## config.mk

```make
export PLATFORM = sky130hd
export DESIGN_NAME = mem_dbus_ctrl_flat
export DESIGN_NICKNAME = d
export VERILOG_FILES = /design/src/rtl/mem_dbus_ctrl_if.sv /design/src/rtl/mem_dbus_ctrl.sv /design/src/flat_wrapper.sv
export SDC_FILE = /design/constraint.sdc
export NUM_CORES = 1
export LEC_CHECK = 0
export CORE_ASPECT_RATIO = 0.5
export CORE_UTILIZATION = 46
export CTS_CLUSTER_SIZE = 14
export DETAILED_ROUTE_END_ITERATION = 10
export PLACE_DENSITY = 0.93
export RECOVER_POWER = 25
export REMOVE_ABC_BUFFERS = 1
export SLEW_MARGIN = 20
export SYNTH_ARGS = -nofsm -noshare
export SYNTH_HDL_FRONTEND = slang
export SYNTH_SLANG_ARGS = --single-unit
export TNS_END_PERCENT = 10
```

## constraint.sdc

```tcl
create_clock -name clk -period 3.64 [get_ports clk]
set_input_delay 1.092 -clock clk [delete_from_list [all_inputs] [get_ports clk]]
set_output_delay 1.092 -clock clk [all_outputs]
set_load 0.01 [all_outputs]
```

## src/rtl/mem_dbus_ctrl_if.sv

```systemverilog
// Signal bundle between the MEM pipeline stage, the data-bus controller and the data bus.
// The master modport is the controller's view; slave is the view of the pipeline/bus side.
interface mem_dbus_ctrl_if;
  logic        mem_req_valid;
  logic        mem_req_wr;
  logic [31:0] mem_req_addr;
  logic [31:0] mem_req_wdata;
  logic [3:0]  mem_req_wstrb;
  logic        mem_req_uncached;
  logic        mem_flush;
  logic        pipe_wr;
  logic        dbus_addr_ok;
  logic        dbus_data_ok;
  logic [31:0] dbus_rdata;
  logic        dbus_req;
  logic        dbus_wr;
  logic [31:0] dbus_addr;
  logic [31:0] dbus_wdata;
  logic [3:0]  dbus_wstrb;
  logic        dbus_uncached;
  logic [31:0] mem2_rdata;
  logic        mem2_rdata_valid;
  logic        dbus_stall;
  logic        dbus_err;

  modport master (
    input  mem_req_valid, mem_req_wr, mem_req_addr, mem_req_wdata, mem_req_wstrb,
    input  mem_req_uncached, mem_flush, pipe_wr, dbus_addr_ok, dbus_data_ok, dbus_rdata,
    output dbus_req, dbus_wr, dbus_addr, dbus_wdata, dbus_wstrb, dbus_uncached,
    output mem2_rdata, mem2_rdata_valid, dbus_stall, dbus_err
  );

  modport slave (
    output mem_req_valid, mem_req_wr, mem_req_addr, mem_req_wdata, mem_req_wstrb,
    output mem_req_uncached, mem_flush, pipe_wr, dbus_addr_ok, dbus_data_ok, dbus_rdata,
    input  dbus_req, dbus_wr, dbus_addr, dbus_wdata, dbus_wstrb, dbus_uncached,
    input  mem2_rdata, mem2_rdata_valid, dbus_stall, dbus_err
  );
endinterface

```

## src/rtl/mem_dbus_ctrl.sv

```systemverilog
// MEM-stage data-bus controller: one outstanding load/store, flush-drop handling and a
// watchdog that aborts a transfer stuck in REQ/WAIT for WATCHDOG cycles.
module mem_dbus_ctrl #(
  parameter int unsigned WATCHDOG = 255
) (
  input  logic clk,
  input  logic resetn,
  mem_dbus_ctrl_if.master bus
);
  typedef enum logic [1:0] {IDLE, REQ, WAIT, DONE} state_t;

  localparam logic [9:0] WD_LIMIT = 10'(WATCHDOG);

  state_t      state_reg;
  logic        req_reg;
  logic        wr_reg;
  logic        uncached_reg;
  logic [31:0] addr_reg;
  logic [31:0] wdata_reg;
  logic [3:0]  wstrb_reg;
  logic [31:0] rdata_reg;
  logic        valid_reg;
  logic        err_reg;
  logic        drop_reg;
  logic [9:0]  wd_reg;

  logic [9:0]  wd_inc;
  logic        accept;
  logic        dropped;

  assign wd_inc  = wd_reg + 10'd1;
  assign accept  = bus.mem_req_valid && !bus.mem_flush;
  // A flush in the completing cycle itself also discards the result.
  assign dropped = drop_reg || bus.mem_flush;

  always_ff @(posedge clk or negedge resetn) begin
    if (!resetn) begin
      state_reg    <= IDLE;
      req_reg      <= 1'b0;
      wr_reg       <= 1'b0;
      uncached_reg <= 1'b0;
      addr_reg     <= 32'd0;
      wdata_reg    <= 32'd0;
      wstrb_reg    <= 4'd0;
      rdata_reg    <= 32'd0;
      valid_reg    <= 1'b0;
      err_reg      <= 1'b0;
      drop_reg     <= 1'b0;
      wd_reg       <= 10'd0;
    end else begin
      err_reg <= 1'b0;
      case (state_reg)
        IDLE: begin
          if (accept) begin
            wr_reg       <= bus.mem_req_wr;
            uncached_reg <= bus.mem_req_uncached;
            addr_reg     <= bus.mem_req_addr;
            wdata_reg    <= bus.mem_req_wdata;
            wstrb_reg    <= bus.mem_req_wstrb;
            req_reg      <= 1'b1;
            wd_reg       <= 10'd0;
            drop_reg     <= 1'b0;
            state_reg    <= REQ;
          end
        end
        REQ: begin
          if (bus.mem_flush && !bus.dbus_addr_ok) begin
            req_reg   <= 1'b0;
            state_reg <= IDLE;
          end else if (bus.dbus_addr_ok && bus.dbus_data_ok) begin
            req_reg <= 1'b0;
            if (dropped) begin
              drop_reg  <= 1'b0;
              state_reg <= IDLE;
            end else begin
              rdata_reg <= bus.dbus_rdata;
              valid_reg <= 1'b1;
              state_reg <= DONE;
            end
          end else if (wd_inc == WD_LIMIT) begin
            req_reg   <= 1'b0;
            err_reg   <= 1'b1;
            drop_reg  <= 1'b0;
            state_reg <= IDLE;
          end else begin
            wd_reg <= wd_inc;
            if (bus.dbus_addr_ok) begin
              req_reg   <= 1'b0;
              drop_reg  <= bus.mem_flush;
              state_reg <= WAIT;
            end
          end
        end
        WAIT: begin
          if (bus.dbus_data_ok) begin
            if (dropped) begin
              drop_reg  <= 1'b0;
              state_reg <= IDLE;
            end else begin
              rdata_reg <= bus.dbus_rdata;
              valid_reg <= 1'b1;
              state_reg <= DONE;
            end
          end else if (wd_inc == WD_LIMIT) begin
            err_reg   <= 1'b1;
            drop_reg  <= 1'b0;
            state_reg <= IDLE;
          end else begin
            wd_reg <= wd_inc;
            if (bus.mem_flush) drop_reg <= 1'b1;
          end
        end
        DONE: begin
          if (bus.pipe_wr) begin
            valid_reg <= 1'b0;
            state_reg <= IDLE;
          end
        end
        default: state_reg <= IDLE;
      endcase
    end
  end

  assign bus.dbus_req         = req_reg;
  assign bus.dbus_wr          = wr_reg;
  assign bus.dbus_uncached    = uncached_reg;
  assign bus.dbus_addr        = addr_reg;
  assign bus.dbus_wdata       = wdata_reg;
  assign bus.dbus_wstrb       = wstrb_reg;
  assign bus.mem2_rdata       = rdata_reg;
  assign bus.mem2_rdata_valid = valid_reg;
  assign bus.dbus_err         = err_reg;

  // Stall starts combinationally in the cycle a request is seen so MEM holds it.
  assign bus.dbus_stall = (state_reg == REQ) || (state_reg == WAIT) ||
                          ((state_reg == IDLE) && accept);
endmodule
```

## src/flat_wrapper.sv

```systemverilog
// flat-port wrapper written by rule: the top's interface ports become plain ports
module mem_dbus_ctrl_flat 
#(
  parameter int unsigned WATCHDOG = 255
)
  (clk, resetn, bus_mem_req_valid, bus_mem_req_wr, bus_mem_req_addr, bus_mem_req_wdata, bus_mem_req_wstrb, bus_mem_req_uncached, bus_mem_flush, bus_pipe_wr, bus_dbus_addr_ok, bus_dbus_data_ok, bus_dbus_rdata, bus_dbus_req, bus_dbus_wr, bus_dbus_addr, bus_dbus_wdata, bus_dbus_wstrb, bus_dbus_uncached, bus_mem2_rdata, bus_mem2_rdata_valid, bus_dbus_stall, bus_dbus_err);
  mem_dbus_ctrl_if bus_i ();
  input  logic clk;
  input  logic resetn;
  input wire logic [$bits(bus_i.mem_req_valid)-1:0] bus_mem_req_valid;
  input wire logic [$bits(bus_i.mem_req_wr)-1:0] bus_mem_req_wr;
  input wire logic [$bits(bus_i.mem_req_addr)-1:0] bus_mem_req_addr;
  input wire logic [$bits(bus_i.mem_req_wdata)-1:0] bus_mem_req_wdata;
  input wire logic [$bits(bus_i.mem_req_wstrb)-1:0] bus_mem_req_wstrb;
  input wire logic [$bits(bus_i.mem_req_uncached)-1:0] bus_mem_req_uncached;
  input wire logic [$bits(bus_i.mem_flush)-1:0] bus_mem_flush;
  input wire logic [$bits(bus_i.pipe_wr)-1:0] bus_pipe_wr;
  input wire logic [$bits(bus_i.dbus_addr_ok)-1:0] bus_dbus_addr_ok;
  input wire logic [$bits(bus_i.dbus_data_ok)-1:0] bus_dbus_data_ok;
  input wire logic [$bits(bus_i.dbus_rdata)-1:0] bus_dbus_rdata;
  output wire logic [$bits(bus_i.dbus_req)-1:0] bus_dbus_req;
  output wire logic [$bits(bus_i.dbus_wr)-1:0] bus_dbus_wr;
  output wire logic [$bits(bus_i.dbus_addr)-1:0] bus_dbus_addr;
  output wire logic [$bits(bus_i.dbus_wdata)-1:0] bus_dbus_wdata;
  output wire logic [$bits(bus_i.dbus_wstrb)-1:0] bus_dbus_wstrb;
  output wire logic [$bits(bus_i.dbus_uncached)-1:0] bus_dbus_uncached;
  output wire logic [$bits(bus_i.mem2_rdata)-1:0] bus_mem2_rdata;
  output wire logic [$bits(bus_i.mem2_rdata_valid)-1:0] bus_mem2_rdata_valid;
  output wire logic [$bits(bus_i.dbus_stall)-1:0] bus_dbus_stall;
  output wire logic [$bits(bus_i.dbus_err)-1:0] bus_dbus_err;
  assign bus_i.mem_req_valid = bus_mem_req_valid;
  assign bus_i.mem_req_wr = bus_mem_req_wr;
  assign bus_i.mem_req_addr = bus_mem_req_addr;
  assign bus_i.mem_req_wdata = bus_mem_req_wdata;
  assign bus_i.mem_req_wstrb = bus_mem_req_wstrb;
  assign bus_i.mem_req_uncached = bus_mem_req_uncached;
  assign bus_i.mem_flush = bus_mem_flush;
  assign bus_i.pipe_wr = bus_pipe_wr;
  assign bus_i.dbus_addr_ok = bus_dbus_addr_ok;
  assign bus_i.dbus_data_ok = bus_dbus_data_ok;
  assign bus_i.dbus_rdata = bus_dbus_rdata;
  assign bus_dbus_req = bus_i.dbus_req;
  assign bus_dbus_wr = bus_i.dbus_wr;
  assign bus_dbus_addr = bus_i.dbus_addr;
  assign bus_dbus_wdata = bus_i.dbus_wdata;
  assign bus_dbus_wstrb = bus_i.dbus_wstrb;
  assign bus_dbus_uncached = bus_i.dbus_uncached;
  assign bus_mem2_rdata = bus_i.mem2_rdata;
  assign bus_mem2_rdata_valid = bus_i.mem2_rdata_valid;
  assign bus_dbus_stall = bus_i.dbus_stall;
  assign bus_dbus_err = bus_i.dbus_err;
  mem_dbus_ctrl #(.WATCHDOG(WATCHDOG)) u_core (.clk(clk), .resetn(resetn), .bus(bus_i));
endmodule
```

==> summary.md, run 1 <==
| Metric | Value |
|---|---|
| Hold Buf Count CTS | 0 |
| Netlist Area Pre-Place | 4930 um2 |
| CP max stage delay | 540 ps |
| TritonCTS clock tree | yes |
| Row count | 26 |
| Post-synthesis sequential area ratio | 0.599 |
| DP HPWL | 9210 um |
| Routed WL | 13600 um |
| Final Cycle Share | 0.953 |
| Crit path kind | primary input to output pin |
| Chip height | approximately 75 um |
| RSZ-0062 raised after global routing | no |
| Cell Count, Final, Fillers Out | about 730 |
| Yosys Warn Count | 0 |
| Cells after synthesis | 348 |
| Placed insts | 694 |
| I/O pin count | approximately 220 |
| CORE AREA | ~10000 um2 |
| Cell taking the most area after synthesis | dfrtp_1 |
| Worst-Skew Late Latency | 410 ps |
| Post-route antenna net violation count | 0 |
| Full die area | 11200 um2 |
| Sink Count | about 120 |
| Largest net degree at the start of global routing | 72 |
| Max_slew headroom | -0.0735 |
| Reg2reg setup slack | 1070 ps |
| CP startpoint kind | primary input |
| PortBufs | 214 |
| Inserted Clock Buffers | 17 |
| CP max-delay cell | clkdlybuf4s50_1 |
| Final setup viols | 0 |
| Final Max Tran Viols | 66 |
| 1st-iter DRT viols | between 100 and 150 |
| #FFs+latches synth | roughly 120 |
| PnR Total Power | 7.10 mW |
| DR DRC count | 0 |
| Top delay family on crit path | buffers and inverters |
| CP bufs+invs | 3 |
| Vias per cell | about 5.2 |
| Maximum clock frequency | 288 MHz |
| Reg clk slew, reported paths | 60 ps |
| Most common cell on crit path | clkdlybuf4s50_1 |
| Outcome | finished with violations |
| Crit path time final | between 3000 and 4000 ps |
| Via count of the routed design | 3764 |
| Initial core utilization | 0.478 |
| Fin. Hold Viols | 0 |
| Cell Chain, Critical Path | clkdlybuf4s50_1, inv_1, nand3_4, nand2_1, clkdlybuf4s50_1 |
| Critical path arrival | 2380 ps |
| Ant. Diodes | 0 |
| Syn_area_per_cell | 14.2 um2 |
| Cts repair resizes | 0 |
| First drt pass iteration count | 5 |
| Critical-path maximum fanout | 4 |
| Post-route clock skew | 6.70 ps |
| Pwr Density | 900 nW/um2 |
| Antenna violations before repair | 0 |
| Crit. End Element | output pin |
| Area Growth Syn to Fin | 60.1% |
| HP Class | register to register |
| Post-CTS Setup Bufs | 0 |
| Leakage | 3.32 nW |
| Setup TNS | 0 ps |
| Max-cap violations | 1 |
| Layout cell share with drive strength beyond 1 | 0.247 |
| Filler cells | 620 |
| Synth area leaders | dfrtp_1, mux2_2, ha_1 |
| Clk buf depth | 2 |
| Chip width | 148 um |
| Vias in the first global route | between 3k and 4k |
| Failing checks | max-capacitance violations, max-slew violations |
| VDD IR max | 0.463 mV |
| Routed len/inst | approximately 19 um |
| # H-tree levels | 4 |
| Yosys top cell area share | 0.599 |
| Clk root buf | clkbuf_16 |
| Required time worst endpoint | around 2600 ps |
| Post-synth cell types | 45 |
| Overflow after GRT | 0 |
| Routability cong. | approximately 0.85 |
| Worst-margin pin slew | 1610 ps |
| First-pass GRT wire length | 20000 um |
| Gr usage total | 0.243 |
| Layout Nets | a little under 700 |
-- cell type report --
cell class / count / area (um2) / area share
Clock inverter: 15 / 225 / 0.0286
Clock buffer: 17 / 425 / 0.0539
Multi-Input combinational cell: 206 / 1890 / 0.240
Tap cell: 140 / 175 / 0.0222
Inverter: 10 / 37.5 / 0.00476
Sequential cell: 118 / 2950 / 0.374
Timing Repair Buffer: 220 / 2180 / 0.276
-- worst reg2reg max path, delay by kind of cell, from the launching register on --
family	cells	cell delay, ps
AO/OA/AOI/OAI	2	690
flip-flops	1	460
XOR/XNOR	1	190
adder cells (fa/ha/maj)	1	290
AND/OR/NAND/NOR	2	820
-- logic make-up after synthesis --
group / after synthesis / synth area share
AO/OA/AOI/OAI: 39 / 0.0571
XOR/XNOR: 2 / 0.00356
adder cells (fa/ha/maj): 7 / 0.0178
buffers and inverters: 24 / 0.0201
flip-flops: 118 / 0.599
multiplexers: 104 / 0.237
AND/OR/NAND/NOR: 54 / 0.0650
-- cells in the final DEF, fill, tap and decap left out, types with 5 or more instances in the layout --
cell type	count
buf_4	5
nand2b_1	6
ha_1	6
o21ai_0	8
mux2_2	98
inv_1	10
a22o_1	6
nand2_1	13
dfrtp_1	118
clkdlybuf4s50_1	213
nor2_1	6
nand3_1	6
clkbuf_16	17
bufinv_16	5
-- metrics by stage --
step	hold WS (ps)	setup slack (ps)	utilization	cell area, um2
2_1_floorplan	490	-839	-	4870
3_3_place_gp	473	220	0.703	7250
3_5_place_dp	486	184	0.703	7250
4_1_cts	499	124	0.766	7900
5_1_grt	512	127	0.765	7890
6_report	493	172	0.765	7890
-- final timing paths --
check | start | to | depth (start not counted)
setup reg to reg | u_core.wd_reg[1]$_DFFE_PN0P_ | u_core.state_reg[1]$_DFFE_PN0P_ | 6
max in group asynchronous | resetn | u_core.bus.dbus_wdata[3]$_DFFE_PN0P_ | 2
hold reg to reg | u_core.bus.mem2_rdata[29]$_DFFE_PN0P_ | u_core.bus.mem2_rdata[29]$_DFFE_PN0P_ | 1
setup / recovery | bus_mem_flush | bus_dbus_stall | 5
hold / removal | u_core.bus.mem2_rdata[29]$_DFFE_PN0P_ | u_core.bus.mem2_rdata[29]$_DFFE_PN0P_ | 1
min in group asynchronous | resetn | u_core.wd_reg[6]$_DFFE_PN0P_ | 1
-- layer usage --
layer	track usage	wire, um	vias to the layer above
li1	-	-	1705
met1	0.279	5200	1928
met4	0.116	200	0
met2	0.457	7720	109
met5	0	0	-
met3	0.0430	506	22
-- report_power, final --
part	switching, mW	internal [mW]
logic	1.19	1.77
registers	0.359	1.94
clock network	0.631	1.22
total	2.18	4.92
-- synthesized netlist by cell type, drive strengths merged --
| master | instances |
|---|---|
| dfrtp | 118 |
| mux2 | 102 |
| nand2 | 13 |
| o21ai | 12 |
| inv | 10 |
| clkbuf | 9 |
| nand3 | 8 |
| ha | 7 |
| a22o | 6 |
| nand2b | 6 |
| nor2 | 6 |
| buf | 5 |
| a21oi | 4 |
| a31oi | 3 |
| nor3 | 3 |
| o31ai | 3 |
| or3 | 3 |
| a21o | 2 |
| mux2i | 2 |
| nand4 | 2 |
| nor2b | 2 |
| nor4 | 2 |
| or2 | 2 |
| or4 | 2 |
| xnor2 | 2 |
| a211oi | 1 |
| a21boi | 1 |
| a221o | 1 |
| a31o | 1 |
| a32o | 1 |
| and2 | 1 |
| and2b | 1 |
| and3b | 1 |
| nand3b | 1 |
| nand4b | 1 |
| o22ai | 1 |
| o311ai | 1 |
| o31a | 1 |
| o41a | 1 |
Note: power is estimated with default switching activity, not from simulation.
==> run 2: changes to the inputs <==
ABC_CLOCK_PERIOD_IN_PS = 3640   (was unset)
CTS_CLUSTER_SIZE = 28   (was 14)
==> results of run 2 <==
Final layout, timing and power as in run 1 (identical DEF).
